**config.mk**
```make
export PLATFORM = sky130hd
export DESIGN_NAME = matrix_scan_controller
export DESIGN_NICKNAME = d
export VERILOG_FILES = /design/src/rtl/matrix_pkg.sv /design/src/rtl/sync_ff2.sv /design/src/rtl/matrix_scan_controller.sv
export SDC_FILE = /design/constraint.sdc
export NUM_CORES = 1
export LEC_CHECK = 0
export BUFFER_PORTS_ARGS = -buffer_cell sky130_fd_sc_hd__buf_2
export CAP_MARGIN = 15
export CORE_ASPECT_RATIO = 0.75
export CORE_MARGIN = 2
export CORE_UTILIZATION = 45
export DETAILED_ROUTE_END_ITERATION = 10
export GPL_TIMING_DRIVEN = 0
export HOLD_SLACK_MARGIN = 0.15
export PLACE_DENSITY_LB_ADDON = 0.3
export SLEW_MARGIN = 30
export SYNTH_ARGS = -nofsm -noshare
export SYNTH_HDL_FRONTEND = slang
export SYNTH_SLANG_ARGS = --single-unit
```
**constraint.sdc**
```tcl
create_clock -name Clock -period 4.9 [get_ports Clock]
set_input_delay 0.245 -clock Clock [delete_from_list [all_inputs] [get_ports Clock]]
set_output_delay 0.245 -clock Clock [all_outputs]
set_load 0.02 [all_outputs]
```
**src/rtl/matrix_pkg.sv**
```systemverilog
// ----------------------------------------------------------------------------
// matrix_pkg
//   Shared constants, types and helpers for the 2-column x 4-row LED matrix
//   scan controller.
//
//   NCOL / NROW    matrix geometry
//   COL_ON         level that drives a column (active high)
//   ROW_ON         level that lights a row (active low)
//   scan_state_t   slot phase: S_BLANK (dark gap) or S_DRIVE (column lit)
//   sw_index(r,c)  switch bit that lights row r of column c
// ----------------------------------------------------------------------------
package matrix_pkg;

  localparam int NCOL = 2;
  localparam int NROW = 4;
  localparam int NSW  = NCOL * NROW;

  localparam logic COL_ON = 1'b1;
  localparam logic ROW_ON = 1'b0;

  // Slot phase encoding, kept as plain constants so the state value is easy
  // to compare and to expose on a debug port.
  typedef logic [0:0] scan_state_t;
  localparam scan_state_t S_BLANK = 1'b0;
  localparam scan_state_t S_DRIVE = 1'b1;

  // Even switches feed column 0, odd switches feed column 1.
  function automatic int sw_index(input int r, input int c);
    return 2 * r + c;
  endfunction

endpackage

```
**src/rtl/sync_ff2.sv**
```systemverilog
// ----------------------------------------------------------------------------
// sync_ff2
//   Two-flop synchroniser for a bus of independent, quasi-static inputs
//   (board switches). Each bit is synchronised on its own; no coherency
//   between bits is implied.
//
//   clk    in   1      destination clock, rising edge
//   rst_n  in   1      asynchronous, active-low reset (clears both stages)
//   d      in   WIDTH  asynchronous inputs
//   q      out  WIDTH  synchronised outputs, two clk cycles behind d
// ----------------------------------------------------------------------------
module sync_ff2 #(
  parameter int WIDTH = 8
) (
  input  logic             clk,
  input  logic             rst_n,
  input  logic [WIDTH-1:0] d,
  output logic [WIDTH-1:0] q
);

  logic [WIDTH-1:0] meta;

  always_ff @(posedge clk or negedge rst_n) begin
    if (!rst_n) begin
      meta <= '0;
      q    <= '0;
    end else begin
      meta <= d;
      q    <= meta;
    end
  end

endmodule

```
**src/rtl/matrix_scan_controller.sv**
```systemverilog
// ----------------------------------------------------------------------------
// matrix_scan_controller
//   Time-multiplexed scan controller for a 2-column x 4-row LED matrix.
//   Switch inputs are synchronised, snapshotted once per frame, and shown one
//   column at a time. Every column slot is DIV cycles long and starts with
//   BLANK dark cycles so the previous column's rows never ghost onto the next.
//
//   Clock       in   1  system clock, rising edge
//   Reset_n     in   1  asynchronous, active-low reset
//   Enable      in   1  1 = scan runs, 0 = matrix dark (snapshot held)
//   CH          in   8  raw switch inputs, asynchronous to Clock
//   Coluna      out  2  column drive, active high, one-hot or 00
//   Linha       out  4  row drive, active low
//   FrameStart  out  1  one-cycle pulse when a new snapshot is loaded
//   scan_state  out  1  debug: slot phase decoded from the current counter
//
//   Parameters: DIV   cycles per column slot (DIV >= 4)
//               BLANK dark cycles at slot start (1 <= BLANK < DIV)
// ----------------------------------------------------------------------------
module matrix_scan_controller
  import matrix_pkg::*;
#(
  parameter int DIV   = 50000,
  parameter int BLANK = 16
) (
  input  logic        Clock,
  input  logic        Reset_n,
  input  logic        Enable,
  input  logic [7:0]  CH,
  output logic [1:0]  Coluna,
  output logic [3:0]  Linha,
  output logic        FrameStart,
  output scan_state_t scan_state
);

  localparam int CNT_W = (DIV > 1) ? $clog2(DIV) : 1;
  localparam int ROW_W = (NROW > 1) ? $clog2(NROW) : 1;
  localparam int SW_W  = (NSW > 1) ? $clog2(NSW) : 1;

  localparam logic [CNT_W-1:0] CNT_LAST  = CNT_W'(DIV - 1);
  localparam logic [CNT_W-1:0] CNT_BLANK = CNT_W'(BLANK);

  // --------------------------------------------------------------------------
  // Input synchronisation
  // --------------------------------------------------------------------------
  logic [NSW-1:0] ch_sync;

  sync_ff2 #(
    .WIDTH (NSW)
  ) u_sync (
    .clk   (Clock),
    .rst_n (Reset_n),
    .d     (CH),
    .q     (ch_sync)
  );

  // --------------------------------------------------------------------------
  // Scan state
  //   running  : scan was active on the previous edge; a 0 here while Enable
  //              is high means this edge is the first enabled cycle and must
  //              start a fresh frame.
  //   cnt      : position inside the current column slot
  //   col      : column currently being scanned
  //   snap     : switch image shown for the whole frame
  // --------------------------------------------------------------------------
  logic             running;
  logic [CNT_W-1:0] cnt;
  logic             col;
  logic [NSW-1:0]   snap;

  logic slot_end;
  logic frame_wrap;

  assign slot_end   = (cnt == CNT_LAST);
  assign frame_wrap = slot_end && col;

  // Slot phase is a pure decode of the counter; the output registers below
  // turn it into pin levels one cycle later, so each phase lasts exactly
  // BLANK or DIV-BLANK cycles on the pins.
  always_comb begin
    scan_state = S_DRIVE;
    if (cnt < CNT_BLANK) begin
      scan_state = S_BLANK;
    end
  end

  // --------------------------------------------------------------------------
  // Next pin pattern for the current counter position
  // --------------------------------------------------------------------------
  logic [NCOL-1:0] col_drive;
  logic [NROW-1:0] row_drive;

  always_comb begin
    col_drive = '0;
    row_drive = {NROW{~ROW_ON}};
    if (scan_state == S_DRIVE) begin
      col_drive[col] = COL_ON;
      for (int r = 0; r < NROW; r++) begin
        if (snap[SW_W'(sw_index(r, int'(col)))]) begin
          row_drive[ROW_W'(r)] = ROW_ON;
        end
      end
    end
  end

  // --------------------------------------------------------------------------
  // Counter, column, snapshot
  //   Enable low has priority over everything, including a frame wrap in the
  //   same cycle. The snapshot register is the only path from CH to the pins,
  //   so a switch change mid-frame waits for the next frame boundary.
  // --------------------------------------------------------------------------
  always_ff @(posedge Clock or negedge Reset_n) begin
    if (!Reset_n) begin
      running <= 1'b0;
      cnt     <= '0;
      col     <= 1'b0;
      snap    <= '0;
    end else if (!Enable) begin
      running <= 1'b0;
      cnt     <= '0;
      col     <= 1'b0;
    end else if (!running) begin
      running <= 1'b1;
      cnt     <= '0;
      col     <= 1'b0;
      snap    <= ch_sync;
    end else if (slot_end) begin
      cnt <= '0;
      col <= ~col;
      if (frame_wrap) begin
        snap <= ch_sync;
      end
    end else begin
      cnt <= cnt + 1'b1;
    end
  end

  // --------------------------------------------------------------------------
  // Output registers
  //   The first enabled cycle shows dark pins (nothing has been decoded yet);
  //   after that the pins follow the decoded pattern of the previous counter
  //   value.
  // --------------------------------------------------------------------------
  always_ff @(posedge Clock or negedge Reset_n) begin
    if (!Reset_n) begin
      Coluna     <= '0;
      Linha      <= '1;
      FrameStart <= 1'b0;
    end else if (!Enable) begin
      Coluna     <= '0;
      Linha      <= '1;
      FrameStart <= 1'b0;
    end else if (!running) begin
      Coluna     <= '0;
      Linha      <= '1;
      FrameStart <= 1'b1;
    end else begin
      Coluna     <= col_drive;
      Linha      <= row_drive;
      FrameStart <= frame_wrap;
    end
  end

endmodule

```
==> impl_metrics.yaml, run 1 <==
run_status:
  status: "complete, no violations"
synth:
  syn_avg_cell_area_um2: 11.65
  ys_seq_elements: 35
  synth_compound_area_share_pct: 3.553
  dominant_combinational_cell_family_by_area_after_synthesis: "simple AND/OR/NAND/NOR gates"
  edff_count_synth: 0
  netlist.top_cell.by_area: "sky130_fd_sc_hd__dfrtp_1"
  synth_top_area_share_pct: 55.84
  yosys.area_share.xor_xnor_pct: 7.107
  synth_area_um2: 1479
  netlist-cell-type-count: 34
  synth_mux_area_share_pct: 4.569
  synth_cells: 127
  ys_async_sr_fraction_pct: 100.0
  dominantRegCellSynth: "sky130_fd_sc_hd__dfrtp_1"
  synth_fa_ha_area_share_pct: 0.8460
  synth_top_area_cells: "sky130_fd_sc_hd__dfrtp_1 (56%), sky130_fd_sc_hd__mux2_2 (4.6%), sky130_fd_sc_hd__xnor2_1 (4.1%)"
  synth-simple-area-share_pct: 21.49
  synth_sequential_area_ratio_pct: 59.39
  yosys_warnings: 0
clock_network:
  cts-resized-gates: 0
  insertion_delay_ns: 0.29
  tritoncts_buffers: 5
  clock_tree.buffer_depth: 2
  tritoncts: "built"
  clk_pin_slew_worst_paths_ns: 0.06
  cts_htree_levels: 2
  clock-sinks: 35
  cts_root_buffer: "sky130_fd_sc_hd__clkbuf_8"
setup_path:
  crit_type: "flop to primary output"
  critical_path.max_fanout: 4
  critPathLaunchType: "flop"
  most_common_cell_type_on_the_critical_path: "sky130_fd_sc_hd__or4_4"
  max_stage_delay_ns: 0.56
  critPathRequiredTime_ns: 4.66
  path_cells: "or4_4, or4_4, buf_2"
  critPathCaptureType: "primary output"
  cp_slowest_cell: "sky130_fd_sc_hd__or4_4"
  regToRegStartpoint: "cnt[12]$_DFF_PN0_"
  worstPathArrival_ns: 1.98
  worstSetupStartpoint: "cnt[12]$_DFF_PN0_"
global_route:
  grt_antenna_before_repair: 0
  overall_track_demand_over_capacity_in_global_routing_pct: 17.03
  grt_pass1_wl_um: 4616
  grt-ovfl-total: 0
  largest_net_degree_at_the_start_of_global_routing: 36
  grt_pass1_vias: 964
route:
  drt_pass1_iterations: 4
  detail_route.wirelength_um: 2618
  num_vias: 1001
  final_antenna_net_count: 0
  drc: 0
  post_drt_via_cell_ratio: 5.214
  route.detailed.wl_per_inst_um: 13.64
  drt_first_iter_violations: 96
sta:
  slew-limit-headroom_pct: 50.64
  timing_hold_violations_final: 0
  worst_slew_pin_slew_ns: 0.7403
  rsz0062_at_grt: "no"
  max_slew_violations: 0
  top_achievable_clock_speed_mhz: 449.8
  finalWorstPathRequiredPeriod_ns: 2.223
  final-setup-viol-count: 0
  totalNegativeSetupSlack_ns: 0
  timing.final.crit_share_pct: 45.37
  clock-skew-final_ns: 0.005117
min_path:
  holdCritStartpoint: "u_sync.meta[2]$_DFF_PN0_"
  worstHoldPathType: "flop to flop"
die:
  core_area_um2: 3042
  fp.dieArea_um2: 3766
  fp-row-count: 17
  die_w_um: 70.20
  top_level_ports: 19
  floorplan.initialDensity_pct: 48.62
  floorplan.die.height_um: 53.65
power_and_ir_drop:
  sequentialPowerShare_pct: 53.9
  pwr-share-comb_pct: 5.1
  cellLeakagePower_uw: 0.0007661
  power-per-cell-area_nw_per_um2: 321.1
  power_report.internal_total_uw: 440.6
  clockPowerShare_pct: 41.0
  switchingPower_uw: 121.5
  ir_worst_vdd_mv: 0.1874
  power.share.switching_pct: 21.61
cells_and_area:
  mostFrequentLayoutCell: "sky130_fd_sc_hd__dfrtp_1"
  layoutNonFillerInstCount: 192
  multi_input_area_um2: 563.0
  drive_above_1_share_pct: 25.97
  sequential_cell_area_um2: 878.3
  area.growth.synth_to_final_pct: 18.36
  layout.cell_area.non_filler_um2: 1750
  mostFrequentLayoutCells: "sky130_fd_sc_hd__dfrtp_1 (33), sky130_fd_sc_hd__nor2_1 (16), sky130_fd_sc_hd__buf_2 (12)"
  antenna_fix_cells: 0
  final_net_count: 165
  layout.filler_cells: 267
placement:
  routability_driven_placement_congestion_ratio: 0.9080
  final_hpwl_from_detailed_placement_um: 1779
  dp.cells: 178
  io_buffers: 12
  post_dp_cell_area_um2: 1590
job:
  drv.max_cap_violation_count: 0
metal layers:
metal | wire length [µm] | global-route usage (%) | part of all wire (%)
met1 | 1295 | 22.29 | 49
met3 | 133 | 7.491 | 5.1
met5 | 0 | 0 | 0
met4 | 55 | 8.974 | 2.1
met2 | 1133 | 24.13 | 43
synth_stat cells (2+ instances only):
cell and count:
sky130_fd_sc_hd__or3_1 2, sky130_fd_sc_hd__or4_1 2, sky130_fd_sc_hd__dfrtp_1 33, sky130_fd_sc_hd__a21oi_1 3, sky130_fd_sc_hd__xnor2_1 7, sky130_fd_sc_hd__dfstp_2 2
sky130_fd_sc_hd__or4_4 2, sky130_fd_sc_hd__nand3_1 7, sky130_fd_sc_hd__nor3_1 2, sky130_fd_sc_hd__xor2_1 5, sky130_fd_sc_hd__mux2_2 6, sky130_fd_sc_hd__nor4_1 2
sky130_fd_sc_hd__nor2_1 16, sky130_fd_sc_hd__inv_1 4, sky130_fd_sc_hd__and3_1 2, sky130_fd_sc_hd__buf_4 3, sky130_fd_sc_hd__nand2_1 5, sky130_fd_sc_hd__or2_2 3
sky130_fd_sc_hd__nand4_1 6
what timing repair did:
item                                   4_1_cts  5_1_grt
buffers inserted                             0        0
endpoints found under the hold margin       38        0
hold buffers                                 6        0
final cells by class:
class / instances / area share [%]
flip-flops and latches: 35 / 50.18
multi-input cells: 85 / 32.17
repair buffers: 18 / 6.862
clock buffers: 8 / 5.718
well taps: 38 / 2.716
plain buffers: 4 / 1.501
inverters: 4 / 0.8578
critical path, delay by kind of cell, from the launching register on:
family,cells,cell delay [ns]
buffers and inverters,1,0.17
flip-flops,1,0.42
AND/OR/NAND/NOR,2,1.09
state kept, by name (all words and copies together), names as in the netlist:
signal,cells
col,1
Linha,2
cnt,16
snap,4
FrameStart,1
Coluna,2
running,1
u_sync.q,4
u_sync.meta,4
through the flow:
stage          hold WS (ns)  setup WS (ns)  util, %  total power, µW
2_1_floorplan      -0.05059          2.981        -            322.0
6_report             0.3512          2.677    57.55            562.1
5_1_grt              0.3696          2.632    57.55            587.4
3_5_place_dp         0.3393          2.914    52.28            334.1
4_1_cts              0.3544          2.661    57.55            568.3
3_3_place_gp         0.3336          2.930    52.28            332.7
power groups by stage:
stage	clock network (µW)	registers [µW]	logic [µW]
after floorplan	0	308	14.3
after global placement	0	308	24.6
after detailed placement	0	309	25.5
after CTS	236	303	29.2
after global routing	251	304	32.1
final	231	303	28.4
cells by family (layout without fill, tap and decap cells):
group / count (synthesis) / count (layout)
AND/OR/NAND/NOR: 56 / 56
other: 1 / 2
multiplexers: 6 / 6
AO/OA/AOI/OAI: 8 / 8
flip-flops: 35 / 35
adder cells (fa/ha/maj): 1 / 1
buffers and inverters: 8 / 34
XOR/XNOR: 12 / 12
final timing paths:
path | to | slack (ns) | cells after the start
max | scan_state | 2.68 | 3
min | u_sync.q[2]$_DFF_PN0_ | 0.35 | 0
max reg2reg | cnt[12]$_DFF_PN0_ | 2.91 | 5
min reg2reg | u_sync.q[2]$_DFF_PN0_ | 0.35 | 0
max in group asynchronous | cnt[13]$_DFF_PN0_ | 3.86 | 2
min in group asynchronous | u_sync.meta[3]$_DFF_PN0_ | 0.57 | 2
(Power assumes the default switching activity.)
==> run 2, diff against run 1 <==
==> constraint.sdc (replaced) <==
create_clock -name Clock -period 2.05 [get_ports Clock]
set_input_delay 0.1025 -clock Clock [delete_from_list [all_inputs] [get_ports Clock]]
set_output_delay 0.1025 -clock Clock [all_outputs]
set_load 0.02 [all_outputs]
==> impl_metrics.yaml, run 2 (same netlist as run 1, synthesis figures left out) <==
placement:
  post_dp_cell_area_um2: 1590
  routability_driven_placement_congestion_ratio: 0.9080
  final_hpwl_from_detailed_placement_um: 1779
  io_buffers: 12
cells_and_area:
  final_net_count: 175
  mostFrequentLayoutCells: "sky130_fd_sc_hd__dfrtp_1 (31), sky130_fd_sc_hd__nor2_1 (16), sky130_fd_sc_hd__buf_4 (13)"
  largest-register: "cnt"
  mostFrequentLayoutCell: "sky130_fd_sc_hd__dfrtp_1"
  area.growth.synth_to_final_pct: 25.21
  layout.filler_cells: 261
  largest_register_ff_count: 16
  antenna_fix_cells: 0
  layout.cell_area.non_filler_um2: 1852
  drive_above_1_share_pct: 32.93
sta:
  final-setup-viol-count: 0
  worst_slew_pin_slew_ns: 0.7543
  timing_hold_violations_final: 0
  max_slew_violations: 0
  clock-skew-final_ns: 0.005236
  top_achievable_clock_speed_mhz: 493.0
  finalWorstPathRequiredPeriod_ns: 2.028
  slew-limit-headroom_pct: 49.71
  timing.final.crit_share_pct: 98.94
  rsz0062_at_grt: "yes"
  totalNegativeSetupSlack_ns: 0
die:
  die_w_um: 70.20
  top_level_ports: 19
  floorplan.die.height_um: 53.65
  core_area_um2: 3042
  fp.dieArea_um2: 3766
  fp-row-count: 17
  floorplan.initialDensity_pct: 48.62
clock_network:
  clock-sinks: 35
  clk_pin_slew_worst_paths_ns: 0.07
  cts_htree_levels: 2
  cts_root_buffer: "sky130_fd_sc_hd__clkbuf_8"
  tritoncts_buffers: 5
  insertion_delay_ns: 0.29
  tritoncts: "built"
  clock_tree.buffer_depth: 2
power_and_ir_drop:
  power-per-cell-area_nw_per_um2: 726.5
  ir_worst_vdd_mv: 0.4494
  cellLeakagePower_uw: 0.0008205
setup_path:
  path_cells: "or4_1, or4_4, buf_6"
  worstSetupStartpoint: "cnt[9]$_DFF_PN0_"
  buffer_and_inverter_count_on_the_worst_path: 1
  worst_path_dominant_cell_family: "simple AND/OR/NAND/NOR gates"
  critPathCaptureType: "primary output"
  critical_path.max_fanout: 4
  cp_slowest_cell: "sky130_fd_sc_hd__or4_4"
  critPathLaunchType: "flop"
  crit_type: "flop to primary output"
  max_stage_delay_ns: 0.54
  regToRegStartpoint: "cnt[13]$_DFF_PN0_"
  critPathRequiredTime_ns: 1.95
  worstPathArrival_ns: 1.93
route:
  route.detailed.wl_per_inst_um: 14.72
  num_vias: 1060
  drt_pass1_iterations: 4
  drc: 0
  detail_route.wirelength_um: 2974
  final_antenna_net_count: 0
  drt_first_iter_violations: 95
  post_drt_via_cell_ratio: 5.248
global_route:
  met1_usage_pct: 22.29
  grt-ovfl-total: 0
  grt_pass1_wl_um: 4678
  grt_pass1_vias: 981
  use_met2_pct: 24.92
  grt.busiest_layer: "met2"
  overall_track_demand_over_capacity_in_global_routing_pct: 17.24
  largest_net_degree_at_the_start_of_global_routing: 36
  grt_antenna_before_repair: 0
  grt_util_met3_pct: 7.491
job:
  drv.max_cap_violation_count: 0
min_path:
  holdCritStartpoint: "u_sync.meta[2]$_DFF_PN0_"
  worstHoldPathType: "flop to flop"
run_status:
  status: "complete, no violations"
[run 2: cell count changes in the layout (fill, tap and decap cells not counted), sizes merged]
cell	change
buf	+10
[run 2: per-layer routing]
layer	share of wire, %	routed length (µm)	up-vias
li1	-	-	503
met5	0	0	-
met2	46	1366	35
met3	5.7	170	11
met1	45	1341	511
met4	3.2	95	0
[run 2: final timing paths]
check	end	slack, ns	cells past startpoint
worst max-delay path	scan_state	0.02	3
worst min-delay path	u_sync.q[2]$_DFF_PN0_	0.35	0
worst max register to register	cnt[13]$_DFF_PN0_	0.14	5
worst min register to register	u_sync.q[2]$_DFF_PN0_	0.35	0
max in group asynchronous	cnt[9]$_DFF_PN0_	1.09	2
min in group asynchronous	u_sync.meta[3]$_DFF_PN0_	0.43	2
[run 2: where the power goes]
part / switching [µW] / total [µW] / leakage [µW] / internal [µW]
Sequential: 10.4 / 724 / 0.000447 / 714
Combinational: 36.2 / 70.1 / 0.000322 / 33.9
Clock: 244 / 551 / 0.0000515 / 306
Total: 291 / 1350 / 0.000821 / 1050
[run 2: worst register-to-register path: stages, from the launching register on]
cell                       delay [ns]
sky130_fd_sc_hd__dfrtp_1         0.39
sky130_fd_sc_hd__or4_4           0.56
sky130_fd_sc_hd__or2_1           0.30
sky130_fd_sc_hd__o21bai_4        0.26
sky130_fd_sc_hd__buf_4           0.23
sky130_fd_sc_hd__nor2_1          0.06
[run 2: layout make-up]
class	instances	area, µm²	area share, %
Sequential cell	35	880.8	47.57
Inverter	4	15.01	0.8108
Timing Repair Buffer	28	201.4	10.88
Buffer	4	26.28	1.419
Multi-Input combinational cell	85	580.6	31.35
Clock buffer	8	100.1	5.405
Tap cell	38	47.55	2.568
[run 2: what timing repair did]
action | 4_1_cts | 5_1_grt
setup endpoints to repair | 1 | 12
buffers inserted | 2 | 8
hold endpoints to repair | 38 | 0
gates resized for setup | 2 | 5
hold buffers | 6 | 0
pin swaps | 0 | 3
[run 2: metrics by stage]
step           power (µW)  cells  util, %  setup WS, ns  hold WS (ns)
2_1_floorplan       769.6    128        -        0.1306       -0.1931
3_3_place_gp        795.3    178    52.28       0.08028        0.1986
3_5_place_dp        798.5    178    52.28       0.06433        0.2126
4_1_cts              1358    194    58.25       0.01007        0.3544
5_1_grt              1407    202    60.88     -0.007061        0.3696
6_report             1345    202    60.88       0.02172        0.3512
